[src/rtl/chain_test_sequencer_pkg.sv]
// Shared types for the scan-chain test sequencer: FSM state encoding and the
// per-step pass/fail compare used in the CHECK state.
package chain_test_pkg;

   typedef enum logic [2:0] {
      IDLE,
      RST_DUT,
      APPLY,
      CHECK,
      NEXT,
      PAUSE,
      DONE
   } seq_state_t;

   localparam int MAX_PATTERN_W = 32;

   // A step passes only when the chain echoes exactly the pattern that was applied.
   function automatic logic is_mismatch(input logic [MAX_PATTERN_W-1:0] chain_input,
                                        input logic [MAX_PATTERN_W-1:0] chain_output,
                                        input logic [MAX_PATTERN_W-1:0] pattern);
      return !((chain_output == chain_input) && (chain_input == pattern));
   endfunction

endpackage

[src/rtl/chain_test_sequencer_if.sv]
// Control, chain-side and status signals of the scan-chain test sequencer.
// The master modport is the sequencer itself; slave is the tester/display side.
interface chain_test_sequencer_if #(
   parameter int PATTERN_W = 6,
   parameter int MUX_W     = 5,
   parameter int CNT_W     = 15
);
   logic                 start;
   logic                 abort;
   logic                 halt_on_err;
   logic                 continua;
   logic [PATTERN_W-1:0] chain_input;
   logic [PATTERN_W-1:0] chain_output;
   logic [PATTERN_W-1:0] K;
   logic [MUX_W-1:0]     mux_decoder_input;
   logic                 reset;
   logic                 busy;
   logic                 done;
   logic                 paused;
   logic                 error_flag;
   logic [CNT_W-1:0]     total_tests;
   logic [CNT_W-1:0]     total_errors;

   modport master (
      input  start, abort, halt_on_err, continua, chain_input, chain_output,
      output K, mux_decoder_input, reset, busy, done, paused, error_flag,
             total_tests, total_errors
   );

   modport slave (
      output start, abort, halt_on_err, continua, chain_input, chain_output,
      input  K, mux_decoder_input, reset, busy, done, paused, error_flag,
             total_tests, total_errors
   );

endinterface

[src/rtl/chain_test_sequencer_step_tick_gen.sv]
// Step pacing divider: counts 0..TICK_DIV-1 while enabled and emits a
// single-cycle tick on the last count.
module step_tick_gen #(
   parameter int TICK_DIV = 50000
) (
   input  logic clk,
   input  logic rst,
   input  logic clear,
   input  logic enable,
   output logic tick
);

   localparam int DIV_W = (TICK_DIV > 2) ? $clog2(TICK_DIV) : 1;
   localparam logic [DIV_W-1:0] LAST = DIV_W'(TICK_DIV - 1);

   logic [DIV_W-1:0] count;

   always_ff @(posedge clk) begin
      if (rst) begin
         count <= '0;
      end else if (clear) begin
         count <= '0;
      end else if (enable) begin
         count <= (count == LAST) ? '0 : count + 1'b1;
      end
   end

   assign tick = enable && (count == LAST);

endmodule

[src/rtl/chain_test_sequencer.sv]
// Scan-chain test sequencer: sweeps every pattern K over every selected chain,
// pulsing DUT reset per chain and accumulating saturating test/error counts.
module chain_test_sequencer
   import chain_test_pkg::*;
#(
   parameter int PATTERN_W   = 6,
   parameter int NUM_CHAINS  = 22,
   parameter int MUX_W       = 5,
   parameter int TICK_DIV    = 50000,
   parameter int RESET_TICKS = 2,
   parameter int CNT_W       = 15
) (
   input logic                    sys_clock,
   input logic                    sys_reset,
   chain_test_sequencer_if.master bus
);

   localparam int RST_CNT_W = (RESET_TICKS > 1) ? $clog2(RESET_TICKS) : 1;
   localparam logic [PATTERN_W-1:0] K_LAST    = '1;
   localparam logic [MUX_W-1:0]     MUX_LAST  = MUX_W'(NUM_CHAINS - 1);
   localparam logic [CNT_W-1:0]     CNT_MAX   = '1;
   localparam logic [RST_CNT_W-1:0] RST_LAST  = RST_CNT_W'(RESET_TICKS - 1);

   seq_state_t           state, state_n;
   logic [PATTERN_W-1:0] k, k_n;
   logic [MUX_W-1:0]     mux, mux_n;
   logic [CNT_W-1:0]     tests, tests_n;
   logic [CNT_W-1:0]     errors, errors_n;
   logic                 err_flag, err_flag_n;
   logic [RST_CNT_W-1:0] rst_cnt, rst_cnt_n;
   logic                 continua_q;
   logic                 tick;
   logic                 div_clear;
   logic                 div_enable;
   logic                 mismatch;
   logic                 resume;

   // The divider only runs in the timed states so APPLY always starts from zero.
   assign div_enable = (state == RST_DUT) || (state == APPLY);
   assign div_clear  = (state_n != state) && (state_n inside {IDLE, RST_DUT, PAUSE});

   step_tick_gen #(
      .TICK_DIV(TICK_DIV)
   ) u_tick (
      .clk   (sys_clock),
      .rst   (sys_reset),
      .clear (div_clear),
      .enable(div_enable),
      .tick  (tick)
   );

   assign mismatch = is_mismatch(MAX_PATTERN_W'(bus.chain_input),
                                 MAX_PATTERN_W'(bus.chain_output),
                                 MAX_PATTERN_W'(k));
   assign resume   = bus.continua && !continua_q;

   always_ff @(posedge sys_clock) begin
      if (sys_reset) begin
         state      <= IDLE;
         k          <= '0;
         mux        <= '0;
         tests      <= '0;
         errors     <= '0;
         err_flag   <= 1'b0;
         rst_cnt    <= '0;
         continua_q <= 1'b0;
      end else begin
         state      <= state_n;
         k          <= k_n;
         mux        <= mux_n;
         tests      <= tests_n;
         errors     <= errors_n;
         err_flag   <= err_flag_n;
         rst_cnt    <= rst_cnt_n;
         continua_q <= bus.continua;
      end
   end

   // Abort overrides everything, including the count update of a CHECK cycle.
   always_comb begin
      state_n    = state;
      k_n        = k;
      mux_n      = mux;
      tests_n    = tests;
      errors_n   = errors;
      err_flag_n = err_flag;
      rst_cnt_n  = rst_cnt;
      if (bus.abort) begin
         state_n = IDLE;
         k_n     = '0;
         mux_n   = '0;
      end else begin
         case (state)
            IDLE, DONE: begin
               if (bus.start) begin
                  state_n    = RST_DUT;
                  k_n        = '0;
                  mux_n      = '0;
                  tests_n    = '0;
                  errors_n   = '0;
                  err_flag_n = 1'b0;
                  rst_cnt_n  = '0;
               end
            end
            RST_DUT: begin
               if (tick) begin
                  if (rst_cnt == RST_LAST) begin
                     state_n   = APPLY;
                     rst_cnt_n = '0;
                  end else begin
                     rst_cnt_n = rst_cnt + 1'b1;
                  end
               end
            end
            APPLY: begin
               if (tick) state_n = CHECK;
            end
            CHECK: begin
               tests_n = (tests == CNT_MAX) ? tests : tests + 1'b1;
               if (mismatch) begin
                  errors_n   = (errors == CNT_MAX) ? errors : errors + 1'b1;
                  err_flag_n = 1'b1;
               end
               state_n = (mismatch && bus.halt_on_err) ? PAUSE : NEXT;
            end
            NEXT: begin
               if (k != K_LAST) begin
                  k_n     = k + 1'b1;
                  state_n = APPLY;
               end else begin
                  k_n = '0;
                  if (mux == MUX_LAST) begin
                     state_n = DONE;
                  end else begin
                     mux_n     = mux + 1'b1;
                     rst_cnt_n = '0;
                     state_n   = RST_DUT;
                  end
               end
            end
            PAUSE: begin
               if (resume) state_n = NEXT;
            end
            default: state_n = IDLE;
         endcase
      end
   end

   assign bus.K                 = k;
   assign bus.mux_decoder_input = mux;
   assign bus.reset             = (state == RST_DUT);
   assign bus.busy              = (state != IDLE) && (state != DONE);
   assign bus.done              = (state == DONE);
   assign bus.paused            = (state == PAUSE);
   assign bus.error_flag        = err_flag;
   assign bus.total_tests       = tests;
   assign bus.total_errors      = errors;

endmodule
[src/flat_wrapper.sv]
// flat-port wrapper written by rule: the top's interface ports become plain ports
module chain_test_sequencer_flat import chain_test_pkg::*;
#(
   parameter int PATTERN_W   = 6,
   parameter int NUM_CHAINS  = 22,
   parameter int MUX_W       = 5,
   parameter int TICK_DIV    = 50000,
   parameter int RESET_TICKS = 2,
   parameter int CNT_W       = 15
)
  (sys_clock, sys_reset, bus_start, bus_abort, bus_halt_on_err, bus_continua, bus_chain_input, bus_chain_output, bus_K, bus_mux_decoder_input, bus_reset, bus_busy, bus_done, bus_paused, bus_error_flag, bus_total_tests, bus_total_errors);
  chain_test_sequencer_if #(.PATTERN_W(PATTERN_W), .MUX_W(MUX_W), .CNT_W(CNT_W)) bus_i ();
  input logic sys_clock;
  input logic sys_reset;
  input wire logic [$bits(bus_i.start)-1:0] bus_start;
  input wire logic [$bits(bus_i.abort)-1:0] bus_abort;
  input wire logic [$bits(bus_i.halt_on_err)-1:0] bus_halt_on_err;
  input wire logic [$bits(bus_i.continua)-1:0] bus_continua;
  input wire logic [$bits(bus_i.chain_input)-1:0] bus_chain_input;
  input wire logic [$bits(bus_i.chain_output)-1:0] bus_chain_output;
  output wire logic [$bits(bus_i.K)-1:0] bus_K;
  output wire logic [$bits(bus_i.mux_decoder_input)-1:0] bus_mux_decoder_input;
  output wire logic [$bits(bus_i.reset)-1:0] bus_reset;
  output wire logic [$bits(bus_i.busy)-1:0] bus_busy;
  output wire logic [$bits(bus_i.done)-1:0] bus_done;
  output wire logic [$bits(bus_i.paused)-1:0] bus_paused;
  output wire logic [$bits(bus_i.error_flag)-1:0] bus_error_flag;
  output wire logic [$bits(bus_i.total_tests)-1:0] bus_total_tests;
  output wire logic [$bits(bus_i.total_errors)-1:0] bus_total_errors;
  assign bus_i.start = bus_start;
  assign bus_i.abort = bus_abort;
  assign bus_i.halt_on_err = bus_halt_on_err;
  assign bus_i.continua = bus_continua;
  assign bus_i.chain_input = bus_chain_input;
  assign bus_i.chain_output = bus_chain_output;
  assign bus_K = bus_i.K;
  assign bus_mux_decoder_input = bus_i.mux_decoder_input;
  assign bus_reset = bus_i.reset;
  assign bus_busy = bus_i.busy;
  assign bus_done = bus_i.done;
  assign bus_paused = bus_i.paused;
  assign bus_error_flag = bus_i.error_flag;
  assign bus_total_tests = bus_i.total_tests;
  assign bus_total_errors = bus_i.total_errors;
  chain_test_sequencer #(.PATTERN_W(PATTERN_W), .NUM_CHAINS(NUM_CHAINS), .MUX_W(MUX_W), .TICK_DIV(TICK_DIV), .RESET_TICKS(RESET_TICKS), .CNT_W(CNT_W)) u_core (.sys_clock(sys_clock), .sys_reset(sys_reset), .bus(bus_i));
endmodule
[config.mk]
export PLATFORM = sky130hd
export DESIGN_NAME = chain_test_sequencer_flat
export DESIGN_NICKNAME = d
export VERILOG_FILES = /design/src/rtl/chain_test_sequencer_pkg.sv /design/src/rtl/chain_test_sequencer_if.sv /design/src/rtl/chain_test_sequencer_step_tick_gen.sv /design/src/rtl/chain_test_sequencer.sv /design/src/flat_wrapper.sv
export SDC_FILE = /design/constraint.sdc
export NUM_CORES = 1
export LEC_CHECK = 0
export BUFFER_PORTS_ARGS = -buffer_cell sky130_fd_sc_hd__buf_2
export CORE_ASPECT_RATIO = 1.75
export CORE_MARGIN = 5
export CORE_UTILIZATION = 60
export DETAILED_ROUTE_END_ITERATION = 8
export PLACE_DENSITY = 0.86
export SYNTH_ARGS = -nofsm -noshare
export SYNTH_HDL_FRONTEND = slang
export SYNTH_HIERARCHICAL = 1
export SYNTH_SLANG_ARGS = --single-unit
[constraint.sdc]
create_clock -name sys_clock -period 10.1 [get_ports sys_clock]
set_input_delay 0 -clock sys_clock [delete_from_list [all_inputs] [get_ports sys_clock]]
set_output_delay 0 -clock sys_clock [all_outputs]
set_load 0.02 [all_outputs]
== Word level (Yosys, flattened, before mapping) ==
Cells that the tools add are included.
Storage, ports and cells
  flip-flop bits (word level): 63
  word-level logic and storage cells: 97
Operators by class
  $add $sub $neg: 6
  equality and inequality tests: 24
  multiplexer cells: 32
  bitwise gates (word level): 1
  reductions and logical operators: 25
Operators with widths (number)
  $mux 15: 4
  $pmux 15 s2: 2
  $add 15x1->15 const B: 2
  $eq 15x15->1 const B: 2
  $mux 3: 8
  $pmux 3 s6: 1
  $add 16x1->16 const B: 1
  $eq 16x16->1 const B: 1
  $mux 16: 1
  $mux 5: 3
  $eq 3x3->1 const B: 4
  $eq 6x6->1: 2
  $mux 6: 2
  $ne 2x2->1 const B: 6
  $pmux 6 s2: 1
  $reduce_and 4->1: 3
  $pmux 5 s2: 1
  $reduce_bool 3->1: 3
  $mux 1: 7
  $add 6x1->6 const B: 1
  $eq 3x1->1 const B: 2
  $eq 3x2->1 const B: 2
  $logic_and 1x1->1: 6
  $logic_not 3->1: 2
  other kinds (17): 21

== Depth between registers and ports, before layout ==
  depth in word-level cells: 11
  depth in mapped cells: 17
  mapped depth without buffers: 14

== By module ==
The synthesis kept the hierarchy.
By module, submodules not included
  chain_test_sequencer: times used 1, cells an instance 318, area each 2591.2 um^2
  step_tick_gen: times used 1, cells an instance 84, area each 740.7 um^2

== Least setup slack after synthesis ==
No wires, ideal clock.
  path kind: register -> register
  from: register u_core.state[0]
  to: register u_core.u_tick.count[3]
  library setup time: 0.064 ns
  arrival: 3.140 ns
  data required time: 10.036 ns
  setup slack: 6.896 ns
  cell stages (with the launch flop): 17
  path buffers: 3
  clock period less this slack: 3.204 ns
  cells stage by stage: dfxtp_1 > clkbuf_1 > nand2_1 > a21oi_1 > clkbuf_1 > nand4_1 > nor3_1 > nand2_1 > a22oi_1 > o211ai_1 > a22oi_1 > xor2_1 > a31oi_1 > nor2_1 > o31ai_4 > buf_6 > nor2_1
Between the ends
  longest elaborated chain between the ends: 10
Ends and longest elaborated chain
  start, declared: line chain_test_sequencer.sv:24  | seq_state_t state, state_n;
  start signal, assigned: line chain_test_sequencer.sv:68  | state <= state_n;
  $eq 3x1->1 / $eq 3x2->1 (equally long branches): line chain_test_sequencer.sv:39  | assign div_enable = (state == RST_DUT) || (state == APPLY);
  $logic_or 1x1->1 *: line chain_test_sequencer.sv:39
  via u_core.div_enable: line chain_test_sequencer.sv:34  | logic div_enable;
  $logic_and 1x1->1 *: line chain_test_sequencer_step_tick_gen.sv:28  | assign tick = enable && (count == LAST);
  via u_core.tick: line chain_test_sequencer.sv:32  | logic tick;
  $mux 3, on equally long branches: line chain_test_sequencer.sv:116, chain_test_sequencer.sv:106
  $pmux 3 s6 *: line chain_test_sequencer.sv:93  | case (state)
  $mux 3 *: line chain_test_sequencer.sv:88  | if (bus.abort) begin
  $eq 3x1->1, or another cell as far along: line chain_test_sequencer.sv:40  | assign div_clear = (state_n != state) && (state_n inside {IDLE, RST_DUT, PAUSE});
  $reduce_bool 3->1: line chain_test_sequencer.sv:40
  $logic_and 1x1->1 *: line chain_test_sequencer.sv:40
  via u_core.div_clear: line chain_test_sequencer.sv:33  | logic div_clear;
  $reduce_or 2->1 (no line) *
  end signal, assigned: line chain_test_sequencer_step_tick_gen.sv:24  | count <= (count == LAST) ? '0 : count + 1'b1;
  end, declared: line chain_test_sequencer_step_tick_gen.sv:16  | logic [DIV_W-1:0] count;
Mark *: on every way through the listed nets, which the timed path passes. The rest lies on a longest branch.
A chain may end at the register's enable or synchronous reset.

== Worst setup path in the final report ==
  from: register u_core.state[0]
  to: register u_core.u_tick.count[2]
The elaborated chain is that of the path after synthesis.

==> run summary <==
The final instance area came out at 3860 um^2. Leaving out fill and tap cells, the most frequent cells in the layout are sky130_fd_sc_hd__nor2_1 (66), sky130_fd_sc_hd__buf_2 (63), sky130_fd_sc_hd__dfxtp_1 (63), sky130_fd_sc_hd__nand2_1 (35), sky130_fd_sc_hd__xnor2_1 (32). The reg-to-reg critical path startpoint is u_core/state[0].

The routability congestion estimate from global placement is 0.917. The layer flagged by global routing as most heavily used is met2. The delay of the slowest cell on the worst path is 0.62 ns.

The number of warnings printed during yosys synthesis is 6. The tightest min-delay check is of the primary input to flip-flop type. The number of global-route vias before repair is 3003.

The worst hold path begins at bus_abort. For this run, global-route usage on met2 was measured as 0.399. The post-synthesis cell area is 3330 um^2. For this run, the register share of the synthesized area comes to 0.379. The detailed router placed 3160 vias in this run. The HPWL after detailed placement is 5740 um. The met3 track demand over resource is 0.0499. From synthesis to final layout, the design area changed by 16.0%. A synthesized cell averages 8.29 um^2. 0 antenna diodes ended up in the layout. The global route total overflow is 0.

Traced cell by cell, the critical path runs through nand2_1 -> a21oi_1 -> nand4_1 -> nor3_1 -> nand2_1 -> a22oi_1 -> o211ai_1 -> a22oi_1 -> xor2_1 -> a31oi_1 -> nor2_1 -> o31ai_4 -> nor2_1. In the final layout, the share of cells above drive strength 1 is 0.194. The clock-pin slew reported for the worst setup and hold paths after clock tree synthesis came out at 0.07 ns. Dividing the detail-routed wire length by the instance count gives 14.2 um. The post-detailed-route DRC marker count came out at 0. The number of CTS-inserted buffers came out at 9. The required arrival time at the worst endpoint came out at 10.39 ns. The area of placed instances is 3680 um^2.

The maximum clock frequency is 0.269 GHz. The count of pins over their slew limit is 0. The max capacitance violation total came out at 0. The vias per cell is 5.80. The floorplan has 36 rows. The overall die width came out at 66.3 um. The unique cell type count in the Yosys netlist is 59. At the end of the flow, the number of nets in the layout was 488. The detail route stage leaves a number of antenna-violating nets equal to 0. The wire length of the first global-routing pass came out at 13000 um. The number of antenna violations at the first check in global routing is 0. TritonCTS built the clock tree. The total power density per cell area came out at 119 nW/um^2. The startpoint type of the worst setup path is a flip-flop. The critical path endpoint category is a flip-flop. The number of buffers and inverters on the critical path is 0. The slew at the pin closest to its max-slew limit came out at 0.996 ns.

Synthesis produced a netlist with a net count of 426. Among all flip-flop cells after synthesis, the most frequent one is sky130_fd_sc_hd__dfxtp_1. The final cycle utilization of the critical path came out at 0.369. The setup skew after layout is 0.00759 ns.

Among cell families on the critical path, the largest total delay comes from simple AND/OR/NAND/NOR gates. The post-route minimum period is 3.72 ns. The post-synthesis register bit count is 63. Summed over all failing endpoints, the final setup total negative slack is 0 ns. The tightest slew margin relative to the limit came out at 0.331. The total area inside the core boundary comes to 5500 um^2. The library cell used most frequently in the layout, excluding fill and tap cells, is sky130_fd_sc_hd__nor2_1. The number of inserted filler cells in the final layout is 488.

The global routing usage on met1 came out at 0.248. Entering global routing, the biggest net connects 23 pins. The latest clock arrival within the worst-skew pair came out at 0.35 ns. The final number of hold-violating endpoints is 0. The global router's overall resource usage came out at 0.233. The cell count after synthesis is 402. The die covers 7200 um^2. The maximum vdd ir drop came out at 0.103 mV.

The worst setup path is of the flip-flop to flip-flop kind. The initial standard-cell utilization of the core came out at 0.606. The leakage dissipation came out at 1.48 nW. STA puts the critical path data arrival time at 4.01 ns. The most critical setup path has its startpoint at u_core/state[0]. The detailed router's first-iteration violation count is 288. The number of buffers on the longest clock path is 2. The fraction of synthesis flops using an asynchronous set or reset pin is 0.

The total number of clock tree sinks is 63. Setup repair after global routing left no endpoint under its margin. The total setup buffers inserted after CTS came out at 0. The total of endpoints with negative setup slack in the final report is 0. The number of H-tree levels came out at 3. In this run the clock root is driven by a sky130_fd_sc_hd__clkbuf_8. The first-pass iteration count of the detailed router is 4. The flow ran to the end, and the final reports show no timing, DRC or antenna violations.

The count of input and output buffers is 63. The final wirelength is 7760 um. Among all stages on the critical path, the largest delay is contributed by sky130_fd_sc_hd__dfxtp_1.

The largest fanout on the critical path is 17. Pin placement for this block handled 64 I/O pins. Measured along the y axis, the die boundary spans 109 um.

The count of flip-flops with a built-in enable after synthesis is 0.
==> stage by stage <==
stage	hold WS, ns	total power, mW	instances	setup slack, ns	util
after detailed placement	0.244	0.283	526	6.49	0.669
after CTS	0.0301	0.465	545	6.49	0.703
after global placement	0.230	0.282	526	6.72	0.669
final	0.0543	0.460	545	6.38	0.703
after floorplan	0.128	0.275	402	6.90	-
after global routing	0.103	0.480	545	6.12	0.703
==> state kept, by name, indices dropped and copies added (netlist names) <==
register                      count
u_core/bus.total_errors          15
u_core/bus.total_tests           15
u_core/bus.mux_decoder_input      5
u_core/rst_cnt                    1
u_core/u_tick/count              16
u_core/bus.K                      6
u_core/continua_q                 1
u_core/state                      3
u_core/bus.error_flag             1
==> report_power, final <==
| part | leakage (nW) | switching (mW) | internal (mW) |
|---|---|---|---|
| Clock | 0.0866 | 0.0946 | 0.0868 |
| Sequential | 0.508 | 0.00123 | 0.249 |
| Combinational | 0.884 | 0.0177 | 0.0103 |
| Total | 1.48 | 0.113 | 0.346 |
==> area by class of cell <==
type / instances / area, um^2 / area share
Multi-Input combinational cell: 314 / 1960 / 0.508
Sequential cell: 63 / 1260 / 0.326
Timing Repair Buffer: 67 / 353 / 0.0913
Clock buffer: 11 / 131 / 0.0340
Tap cell: 76 / 95.1 / 0.0246
Inverter: 9 / 33.8 / 0.00874
Clock inverter: 5 / 25.0 / 0.00648
==> cells by family after synthesis <==
logic type      share of synthesized area
buf+inv                            0.0319
flops                               0.379
mux                                0.0210
compound gates                      0.110
fa+ha+maj                          0.0225
xor+xnor                            0.103
simple gates                        0.334
==> synth_stat cells, drive strengths merged (2+ instances only) <==
cell type / instances / area (um^2)
nor2: 66 / 248
dfxtp: 63 / 1260
nand2: 35 / 131
xnor2: 32 / 280
nor3: 18 / 101
nand3: 16 / 80.1
nor4: 15 / 109
nand4: 12 / 75.1
a21oi: 10 / 53.8
clkbuf: 10 / 37.5
inv: 9 / 33.8
and3: 8 / 50.1
o21ai: 8 / 40.0
mux2i: 7 / 70.1
xor2: 7 / 61.3
a31oi: 6 / 37.5
buf: 6 / 35.0
ha: 6 / 75.1
nand2b: 6 / 37.5
nor2b: 6 / 37.5
and4: 5 / 43.8
nor3b: 5 / 37.5
a22oi: 4 / 30.0
nor4b: 4 / 35.0
o22ai: 4 / 25.0
or2: 3 / 18.8
or4b: 3 / 30.0
a211oi: 2 / 15.0
nand4b: 2 / 17.5
o21bai: 2 / 15.0
o31ai: 2 / 28.8
or3b: 2 / 17.5
==> worst min-delay path: stages <==
cell	delay, ns
sky130_fd_sc_hd__buf_2	0.14
sky130_fd_sc_hd__nor4b_1	0.07
sky130_fd_sc_hd__nor3_1	0.16
==> per-layer routing <==
metal	wire, um	share of wire
met3	444	0.057
met4	241	0.031
met5	0	0
met2	4060	0.52
met1	3010	0.39
==> timing repair <==
| item | CTS | global route |
|---|---|---|
| hold endpoints to repair | 8 | 0 |
| hold buffers | 3 | 0 |
| resized for setup | 0 | 0 |
| setup endpoints to repair | 0 | 0 |
==> final timing paths <==
check                            to  slack (ns)  cells after the start
max reg2reg  u_core/u_tick/count[2]        6.38                     13
min reg2reg   u_core/bus.error_flag        0.49                      2
max          u_core/u_tick/count[2]        6.38                     13
min                  u_core/rst_cnt        0.05                      3
Power figures use the tool's default switching activity.
